--- src/rtl/uart_pkg.sv ---
// uart_pkg
//   Types and constants shared by the UART controller blocks.
//   uart_mode_t       : payload selection carried in the mode byte of a frame.
//   packer_state_t    : state encoding of uart_frame_packer; it is exported on a
//                       debug port so checkers can follow the frame position.
//   UART_SYNC_DEFAULT : default first byte of every frame.
package uart_pkg;

  typedef enum logic [1:0] {
    MIXED = 2'b00,
    RAW   = 2'b01,
    ENC   = 2'b10
  } uart_mode_t;

  // 2'b11 is the one mode encoding that is rejected at acceptance.
  localparam logic [1:0] MODE_ILLEGAL = 2'b11;

  localparam logic [7:0] UART_SYNC_DEFAULT = 8'hA5;

  typedef enum logic [2:0] {
    IDLE = 3'd0,
    SYNC = 3'd1,
    MODE = 3'd2,
    HDR  = 3'd3,
    PAY0 = 3'd4,
    PAY1 = 3'd5,
    CSUM = 3'd6
  } packer_state_t;

endpackage

--- src/rtl/uart_frame_packer.sv ---
// uart_frame_packer
//   Takes one header plus an encrypted/decrypted message pair per transaction
//   and serialises it as a byte stream for uart_tx:
//     SYNC_BYTE, {6'b0,mode}, header (MSB first), payload, XOR checksum.
//   Payload: RAW -> decrypted, ENC -> encrypted, MIXED -> encrypted then
//   decrypted. The checksum covers every byte from the mode byte through the
//   last payload byte.
//
// Handshakes: both sides use valid/ready. A transfer happens on a rising edge
// where valid and ready are both 1. Once valid is raised, the data and valid
// stay stable until that transfer. Valid never depends on ready.
//
// Ports
//   clk_in, rst_in        clock, asynchronous active-low reset
//   valid_in / ready_out  upstream message handshake (ready_out only in IDLE)
//   encrypted_in          ciphertext, MESSAGE_SIZE bits
//   decrypted_in          plaintext, MESSAGE_SIZE bits
//   header_in             header, HEADER_SIZE bits
//   mode_in               2'b00 MIXED, 2'b01 RAW, 2'b10 ENC, 2'b11 illegal
//   byte_out / byte_valid_out / byte_ready_in   registered byte stream to uart_tx
//   busy_out              a frame is in progress
//   err_mode_out          one-cycle pulse when an illegal mode is accepted
//   state_out             current FSM state (debug)
module uart_frame_packer
  import uart_pkg::*;
#(
  parameter int          MESSAGE_SIZE = 512,
  parameter int          HEADER_SIZE  = 32,
  parameter logic [7:0]  SYNC_BYTE    = UART_SYNC_DEFAULT
) (
  input  logic                    clk_in,
  input  logic                    rst_in,
  input  logic                    valid_in,
  output logic                    ready_out,
  input  logic [MESSAGE_SIZE-1:0] encrypted_in,
  input  logic [MESSAGE_SIZE-1:0] decrypted_in,
  input  logic [HEADER_SIZE-1:0]  header_in,
  input  logic [1:0]              mode_in,
  output logic [7:0]              byte_out,
  output logic                    byte_valid_out,
  input  logic                    byte_ready_in,
  output logic                    busy_out,
  output logic                    err_mode_out,
  output packer_state_t           state_out
);

  localparam int HDR_BYTES = HEADER_SIZE / 8;
  localparam int MSG_BYTES = MESSAGE_SIZE / 8;
  localparam int MAX_BYTES = (HDR_BYTES > MSG_BYTES) ? HDR_BYTES : MSG_BYTES;
  localparam int CNT_W     = (MAX_BYTES > 1) ? $clog2(MAX_BYTES) : 1;
  localparam int HOFF_W    = (HEADER_SIZE > 8) ? $clog2(HEADER_SIZE) : 1;
  localparam int MOFF_W    = (MESSAGE_SIZE > 8) ? $clog2(MESSAGE_SIZE) : 1;

  localparam logic [CNT_W-1:0] HDR_LAST = CNT_W'(HDR_BYTES - 1);
  localparam logic [CNT_W-1:0] MSG_LAST = CNT_W'(MSG_BYTES - 1);

  packer_state_t state, state_d;
  logic [CNT_W-1:0] cnt, cnt_d;
  logic [7:0]       csum, csum_d;
  logic [7:0]       byte_d;
  logic             valid_d;
  logic             err_d;
  logic             accept;
  logic             hs;

  logic [HEADER_SIZE-1:0]  hdr_q;
  logic [MESSAGE_SIZE-1:0] enc_q;
  logic [MESSAGE_SIZE-1:0] dec_q;
  logic [1:0]              mode_q;

  logic [HOFF_W-1:0] hdr_off;
  logic [MOFF_W-1:0] msg_off;

  assign hs        = byte_valid_out && byte_ready_in;
  assign ready_out = (state == IDLE);
  assign busy_out  = (state != IDLE);
  assign state_out = state;

  // Next state, counter and checksum.
  always_comb begin
    state_d = state;
    cnt_d   = cnt;
    csum_d  = csum;
    err_d   = 1'b0;
    accept  = 1'b0;
    case (state)
      IDLE: begin
        if (valid_in) begin
          accept = 1'b1;
          cnt_d  = '0;
          csum_d = 8'h00;
          if (mode_in == MODE_ILLEGAL) err_d   = 1'b1;
          else                         state_d = SYNC;
        end
      end
      SYNC: if (hs) state_d = MODE;
      MODE: begin
        if (hs) begin
          csum_d  = csum ^ byte_out;
          state_d = HDR;
        end
      end
      HDR: begin
        if (hs) begin
          csum_d = csum ^ byte_out;
          if (cnt == HDR_LAST) begin
            cnt_d   = '0;
            state_d = PAY0;
          end else begin
            cnt_d = cnt + 1'b1;
          end
        end
      end
      PAY0: begin
        if (hs) begin
          csum_d = csum ^ byte_out;
          if (cnt == MSG_LAST) begin
            cnt_d   = '0;
            state_d = (mode_q == MIXED) ? PAY1 : CSUM;
          end else begin
            cnt_d = cnt + 1'b1;
          end
        end
      end
      PAY1: begin
        if (hs) begin
          csum_d = csum ^ byte_out;
          if (cnt == MSG_LAST) begin
            cnt_d   = '0;
            state_d = CSUM;
          end else begin
            cnt_d = cnt + 1'b1;
          end
        end
      end
      CSUM: if (hs) state_d = IDLE;
      default: state_d = IDLE;
    endcase
  end

  // The output byte is registered: it is chosen from the *next* state and
  // counter so the new byte appears in the same cycle the state advances.
  // While stalled it is simply held.
  always_comb begin
    byte_d  = byte_out;
    valid_d = (state_d != IDLE);
    hdr_off = HOFF_W'(8 * (HDR_BYTES - 1 - int'(cnt_d)));
    msg_off = MOFF_W'(8 * (MSG_BYTES - 1 - int'(cnt_d)));
    if (hs || accept) begin
      case (state_d)
        SYNC:    byte_d = SYNC_BYTE;
        MODE:    byte_d = {6'b0, mode_q};
        HDR:     byte_d = hdr_q[hdr_off +: 8];
        PAY0:    byte_d = (mode_q == RAW) ? dec_q[msg_off +: 8] : enc_q[msg_off +: 8];
        PAY1:    byte_d = dec_q[msg_off +: 8];
        // csum_d already includes the final payload byte.
        CSUM:    byte_d = csum_d;
        default: byte_d = 8'h00;
      endcase
    end
  end

  always_ff @(posedge clk_in or negedge rst_in) begin
    if (!rst_in) begin
      state          <= IDLE;
      cnt            <= '0;
      csum           <= 8'h00;
      byte_out       <= 8'h00;
      byte_valid_out <= 1'b0;
      err_mode_out   <= 1'b0;
    end else begin
      state          <= state_d;
      cnt            <= cnt_d;
      csum           <= csum_d;
      byte_out       <= byte_d;
      byte_valid_out <= valid_d;
      err_mode_out   <= err_d;
    end
  end

  // Transaction capture: later changes on the inputs never reach the frame.
  always_ff @(posedge clk_in or negedge rst_in) begin
    if (!rst_in) begin
      hdr_q  <= '0;
      enc_q  <= '0;
      dec_q  <= '0;
      mode_q <= 2'b00;
    end else if (accept) begin
      hdr_q  <= header_in;
      enc_q  <= encrypted_in;
      dec_q  <= decrypted_in;
      mode_q <= mode_in;
    end
  end

endmodule

--- config.mk ---
export PLATFORM = sky130hd
export DESIGN_NAME = uart_frame_packer
export DESIGN_NICKNAME = d
export VERILOG_FILES = /design/src/rtl/uart_pkg.sv /design/src/rtl/uart_frame_packer.sv
export SDC_FILE = /design/constraint.sdc
export NUM_CORES = 2
export LEC_CHECK = 0
export ABC_AREA = 1
export BUFFER_PORTS_ARGS = -buffer_cell sky130_fd_sc_hd__buf_2
export CAP_MARGIN = 20
export CELL_PAD_IN_SITES_DETAIL_PLACEMENT = 0
export CELL_PAD_IN_SITES_GLOBAL_PLACEMENT = 2
export CORE_MARGIN = 8
export CORE_UTILIZATION = 30
export CTS_CLUSTER_DIAMETER = 80
export CTS_CLUSTER_SIZE = 16
export DETAILED_ROUTE_END_ITERATION = 8
export GPL_TIMING_DRIVEN = 0
export PLACE_DENSITY_LB_ADDON = 0.1
export SLEW_MARGIN = 20
export SYNTH_ARGS = -nofsm -noshare
export SYNTH_HDL_FRONTEND = slang
export SYNTH_SLANG_ARGS = --single-unit
--- constraint.sdc ---
create_clock -name clk_in -period 3.7 [get_ports clk_in]
set_input_delay 0.185 -clock clk_in [delete_from_list [all_inputs] [get_ports clk_in]]
set_output_delay 0.185 -clock clk_in [all_outputs]
set_load 0.02 [all_outputs]
### Word-level counts from Yosys, hierarchy flattened

Cells that the tools add are included.

* shift operators: 3
* magnitude comparators: 0
* add/sub/neg operators: 3
* muxes and demuxes: 29
* reductions and logical operators: 8
* bitwise logic cells: 1
* equal/unequal tests: 16
* multiply operators: 0
* div/mod/pow operators: 0

Operator list (count)
* $shiftx A512 B10 Y8: 2
* $pmux W8 S6: 1
* $mux W3: 11
* $shiftx A32 B6 Y8: 1
* $mux W6: 5
* $mux W8: 3
* $pmux W3 S7: 1
* $eq A3 B3 Y1 const B: 6
* $pmux W6 S3: 1
* $pmux W8 S2: 1
* $eq A3 B2 Y1 const B: 4
* $xor A8 B8 Y8: 1
* $add A6 B1 Y6 const B: 1
* $eq A3 B1 Y1 const B: 2
* $eq A6 B2 Y1 const B: 1
* $eq A6 B6 Y1 const B: 1
* $reduce_bool A3 Y1: 2
* $sub A6 B6 Y6 const A: 1
* $mux W1: 5
* $reduce_or A4 Y1: 1
* $logic_not A3 Y1: 1
* $eq A2 B1 Y1 const B: 1
* $eq A2 B2 Y1 const B: 1
* $logic_not A2 Y1: 1
* other kinds (5): 5

* flip-flop bits (word level): 1085
* ROM bits: 0
* input port bits: 1062
* memories: 0
* word-level logic and storage cells: 70
* bits in latches: 0
* memory bits (writable): 0

### Longest topological paths before layout

* word-level depth: 8
* mapped depth: 22
* gate-level depth less buffers: 21

### Worst setup path before layout

Ideal clock, no wire load.

* path kind: register to register
* start point: reg state[1] (netlist: state_out[1])
* end point: reg byte_out[0]
* cell stages (with the launch flop): 13
* setup time: 65 ps
* required time: 3635 ps
* arrival: 2566 ps
* clock period less this slack: 2631 ps
* slack: 1069 ps
* cell sequence: dfrtp_1 inv_1 nand2_1 nor2_2 inv_1 nor2_1 a21oi_1 and3_1 a211oi_1 nand3_1 nand3_1 nand2_1 nand2_1

* elaborated cells between the ends (all ways): 38

RTL lines
* start: declaration: RTL line uart_frame_packer.sv:57 `packer_state_t state, state_d;`
* start signal: assignment: RTL line uart_frame_packer.sv:172 `state <= state_d;`
* $logic_not A3 Y1 (*)
* named net ready_out: RTL line uart_frame_packer.sv:34 `output logic ready_out,`
* $pmux W6 S3: RTL line uart_frame_packer.sv:86 `case (state)`
* $sub A6 B6 Y6: RTL line uart_frame_packer.sv:148 `msg_off = MOFF_W'(8 * (MSG_BYTES - 1 - int'(cnt_d)));`
* $shiftx A512 B10 Y8, on equally long branches: RTL line uart_frame_packer.sv:154, uart_frame_packer.sv:155
* $mux W8: RTL line uart_frame_packer.sv:154 `PAY0: byte_d = (mode_q == RAW) ? dec_q[msg_off +: 8] : enc_q[msg_off +: 8];`
* $pmux W8 S6: RTL line uart_frame_packer.sv:150 `case (state_d)`
* end signal: assignment: RTL line uart_frame_packer.sv:175 `byte_out <= byte_d;`
* end: declaration: RTL line uart_frame_packer.sv:39 `output logic [7:0] byte_out,`

The timed path passes the listed nets; every way through them passes the cells marked *.
A chain may end at the register's enable or synchronous reset.

### Worst setup path after layout

* start point: reg state[1] (netlist: state_out[1])
* end point: reg byte_out[0]

* longest elaborated chain between the ends: 7
* elaborated cells between the ends (all ways): 38

RTL lines (RTL line)
* $eq A3 B3 Y1: uart_frame_packer.sv:86
* $reduce_or A2 Y1 (no line)
* $pmux W6 S3: uart_frame_packer.sv:86
* $sub A6 B6 Y6: uart_frame_packer.sv:148
* $shiftx A512 B10 Y8, on equally long branches: uart_frame_packer.sv:154, uart_frame_packer.sv:155
* $mux W8: uart_frame_packer.sv:154
* $pmux W8 S6: uart_frame_packer.sv:150

Parallel ways exist; a longest one is shown, timed or not.

==> impl_metrics.yaml <==
clocking:
  ctsLongestPathBuffers: 3
  cts_sinks: 1085
  clk_pin_slew_ns: 0.08
  htree_num_levels: 3
  cts-buffers-inserted: 97
  cts_tree: "built"
  ctsRootBufferMaster: "clkbuf_16"
  clkLatencyLatePin_ns: 0.75
synthesis:
  synth.cell_area_um2: 51700
  async_flop_share_pct: 100
  yosysSeqAreaShare_pct: 52.6
  ys.flop_type: "dfrtp_1"
  synth_cell_types: 36
  synth_fp_nets: 7941
  ys_warn_count: 0
  synth_edf_count: 0
  syn_area_per_cell_um2: 7.51
  synth-seq-cells: 1085
  syn_inst: 6878
floorplanning:
  rows: 152
  core_um2: 171000
  die_y_um: 431
  pin_count: 1077
  initial_core_util_pct: 30.1
  die_x_um: 431
  die_area_um2: 186000
layout:
  design.final.nets: 10204
  mostFrequentLayoutCells: "3307 x nand2_1, 1162 x buf_2, 1083 x dfrtp_1"
  drive_above_1_share_pct: 17.6
  regArea_um2: 27200
  fillers: 17690
  area_growth_pct: 46.3
  multi_input_area_um2: 21600
  final_area_um2: 75600
  layout_commonest_cell: "nand2_1"
power_and_ir_drop:
  p_per_area_nw_per_um2: 744
  p_leak_nw: 38.2
  seqPwrFrac_pct: 36.1
  ir_drop_mv: 0.440
  comb_power_share_pct: 43.7
  p_int_mw: 30.9
  swShare_pct: 45.1
  power.total_mw: 56.2
  switchingPower_mw: 25.4
  pwr-share-clk_pct: 20.1
min_path:
  hold_class: "input port to register"
  holdPathStages: 4
  hold_start: "decrypted_in[157]"
global_route:
  globalRouteMet3Util_pct: 4.92
  grt_max_degree: 127
  grt_first_pass_wirelength_um: 440000
  antenna_found_initial: 75
  grt_use_met1_pct: 41.0
  grt.total_usage_pct: 33.1
  grt.busiest_layer: "met2"
  use_met2_pct: 54.8
  grt_pass1_vias: 58940
  overflow: 0
job:
  cap_violations: 0
setup_path:
  start_kind: "register"
  endpoint: "byte_out[0]$_DFFE_PN0P_"
  crit_fanout: 10
  worst-r2r-setup-slack_ns: 0.09
  rr_startpoint: "state_out[1]$_DFF_PN0_"
  cp.arrival_ns: 4.29
  worstSetupEndpointType: "register"
  timing.rr.end: "byte_out[0]$_DFFE_PN0P_"
  critPathKind: "register to register"
  required_ns: 4.38
  r2r_cells: 18
  cp-startpoint: "state_out[1]$_DFF_PN0_"
sta:
  hold_viol_final: 0
  worst_pin_slew_ns: 1.10
  fmax_mhz: 277
  finalMaxSlewViolations: 0
  rsz0062_at_grt: "yes"
  fin_tns_setup_ns: 0
  period_share_pct: 97.6
  setup_viol: 0
  fin_worst_skew_ns: 0.0338
  hold_slack_ns: 0.177
  post-route-min-period_ns: 3.61
  timing.slew.headroom_pct: 26.9
drt:
  post_drt_wl_per_cell_um: 27.6
  routed_wirelength_um: 319000
  first_iter_violations: 4961
  drt_pre_antenna_iters: 6
  route.antenna.remaining_nets: 0
  drc: 0
  route.detailed.vias_per_inst: 4.95
  vias: 57203
placement:
  hpwl_um: 250000
  placed_cell_area_um2: 60400
  place_congestion: 0.928
  port_buffers: 1076
run_status:
  status: "finished, final reports clean"
## area by class of cell
type / count / area share (%)
clock buffer: 114 / 3.56
inverter: 340 / 1.70
timing repair buffer: 2165 / 21.9
antenna: 41 / 0.136
clock inverter: 46 / 0.836
sequential: 1085 / 35.9
multi-input combinational: 4974 / 28.6
buffer: 478 / 3.52
tap: 2310 / 3.82
## worst max-delay path: stages, from the launching register on
cell      delay [ns]
dfrtp_1         0.42
inv_1           0.12
nand3_1         0.16
nand3_1         0.17
nand2_1         0.15
nand4_4         0.29
nand2_8         0.25
buf_8           0.24
clkbuf_4        0.27
nand2_1         0.07
nand3_1         0.14
nand3_2         0.21
nand3_1         0.20
nand3_1         0.22
nand3_1         0.19
nand3_2         0.16
nand3_1         0.14
nand2_1         0.06
nand2_1         0.06
## per-stage QoR
step           util, %  std cells  setup WS [ns]
6_report          44.1      11553         0.0880
4_1_cts           43.8      11510        -0.0224
2_1_floorplan        -       6878           1.07
3_3_place_gp      35.0      10264         -23.50
3_5_place_dp      35.2      10281          -1.44
5_1_grt           44.1      11540        -0.0291
## synthesized netlist by cell type (3+ instances only)
cell type  instances  area share [%]
o21ai_0          364             3.5
buf_4             16            0.23
buf_6             11            0.24
xor2_1             8            0.14
nand3_1         1074              10
buf_2            116             1.1
o211ai_1         118             1.7
nand2_1         3310              24
a21oi_1           52            0.50
inv_1            336             2.4
o21ai_1            6           0.058
dfrtp_1         1085              53
nor2_1            19            0.14
inv_2              3           0.022
clkbuf_1         293             2.1
buf_1             42            0.31
## registers in the layout, indices dropped and copies added, names as in the netlist
name and flops:
dec_q 512, enc_q 512, hdr_q 32, byte_out 8
csum 8, cnt 6, state_out 3, mode_q 2
byte_valid_out 1, err_mode_out 1
## cells by family after synthesis
logic type	share of synthesized area, %
simple gates	34.8
buf+inv	6.53
flops	52.6
compound gates	5.93
xor+xnor	0.153
fa+ha+maj	0.0242
## worst min path at each step
stage | end | slack (ns)
after floorplan | byte_out[0]$_DFFE_PN0P_ | -0.11
after global placement | dec_q[329]$_DFFE_PN0P_ | 0.39
after detailed placement | dec_q[476]$_DFFE_PN0P_ | 0.17
after CTS | state_out[2]$_DFF_PN0_ | 0.14
after global routing | hdr_q[6]$_DFFE_PN0P_ | 0.18
final | dec_q[157]$_DFFE_PN0P_ | 0.18
## routing by layer
layer  part of all wire [%]  vias up
met4                    7.4        6
met2                     47     2253
met1                     40    27834
li1                       -    26417
met3                    5.4      693
met5                  0.012        -
## power by group through the flow
stage	Combinational, mW	Clock (mW)	Sequential [mW]
4_1_cts	24.2	11.5	20.3
6_report	24.6	11.3	20.3
5_1_grt	26.9	11.8	20.9
2_1_floorplan	13.0	0	19.5
3_3_place_gp	22.4	0	20.5
3_5_place_dp	22.8	0	20.5
## what timing repair did
action / 4_1_cts / 5_1_grt
gates resized for setup: 241 / 172
setup endpoints to repair: 349 / 39
cloned: 0 / 0
pin swaps: 3 / 6
hold buffers: 1062 / 0
hold endpoints to repair: 1328 / 0
setup buffers: 8 / 2
Power figures use the tool's default switching activity.
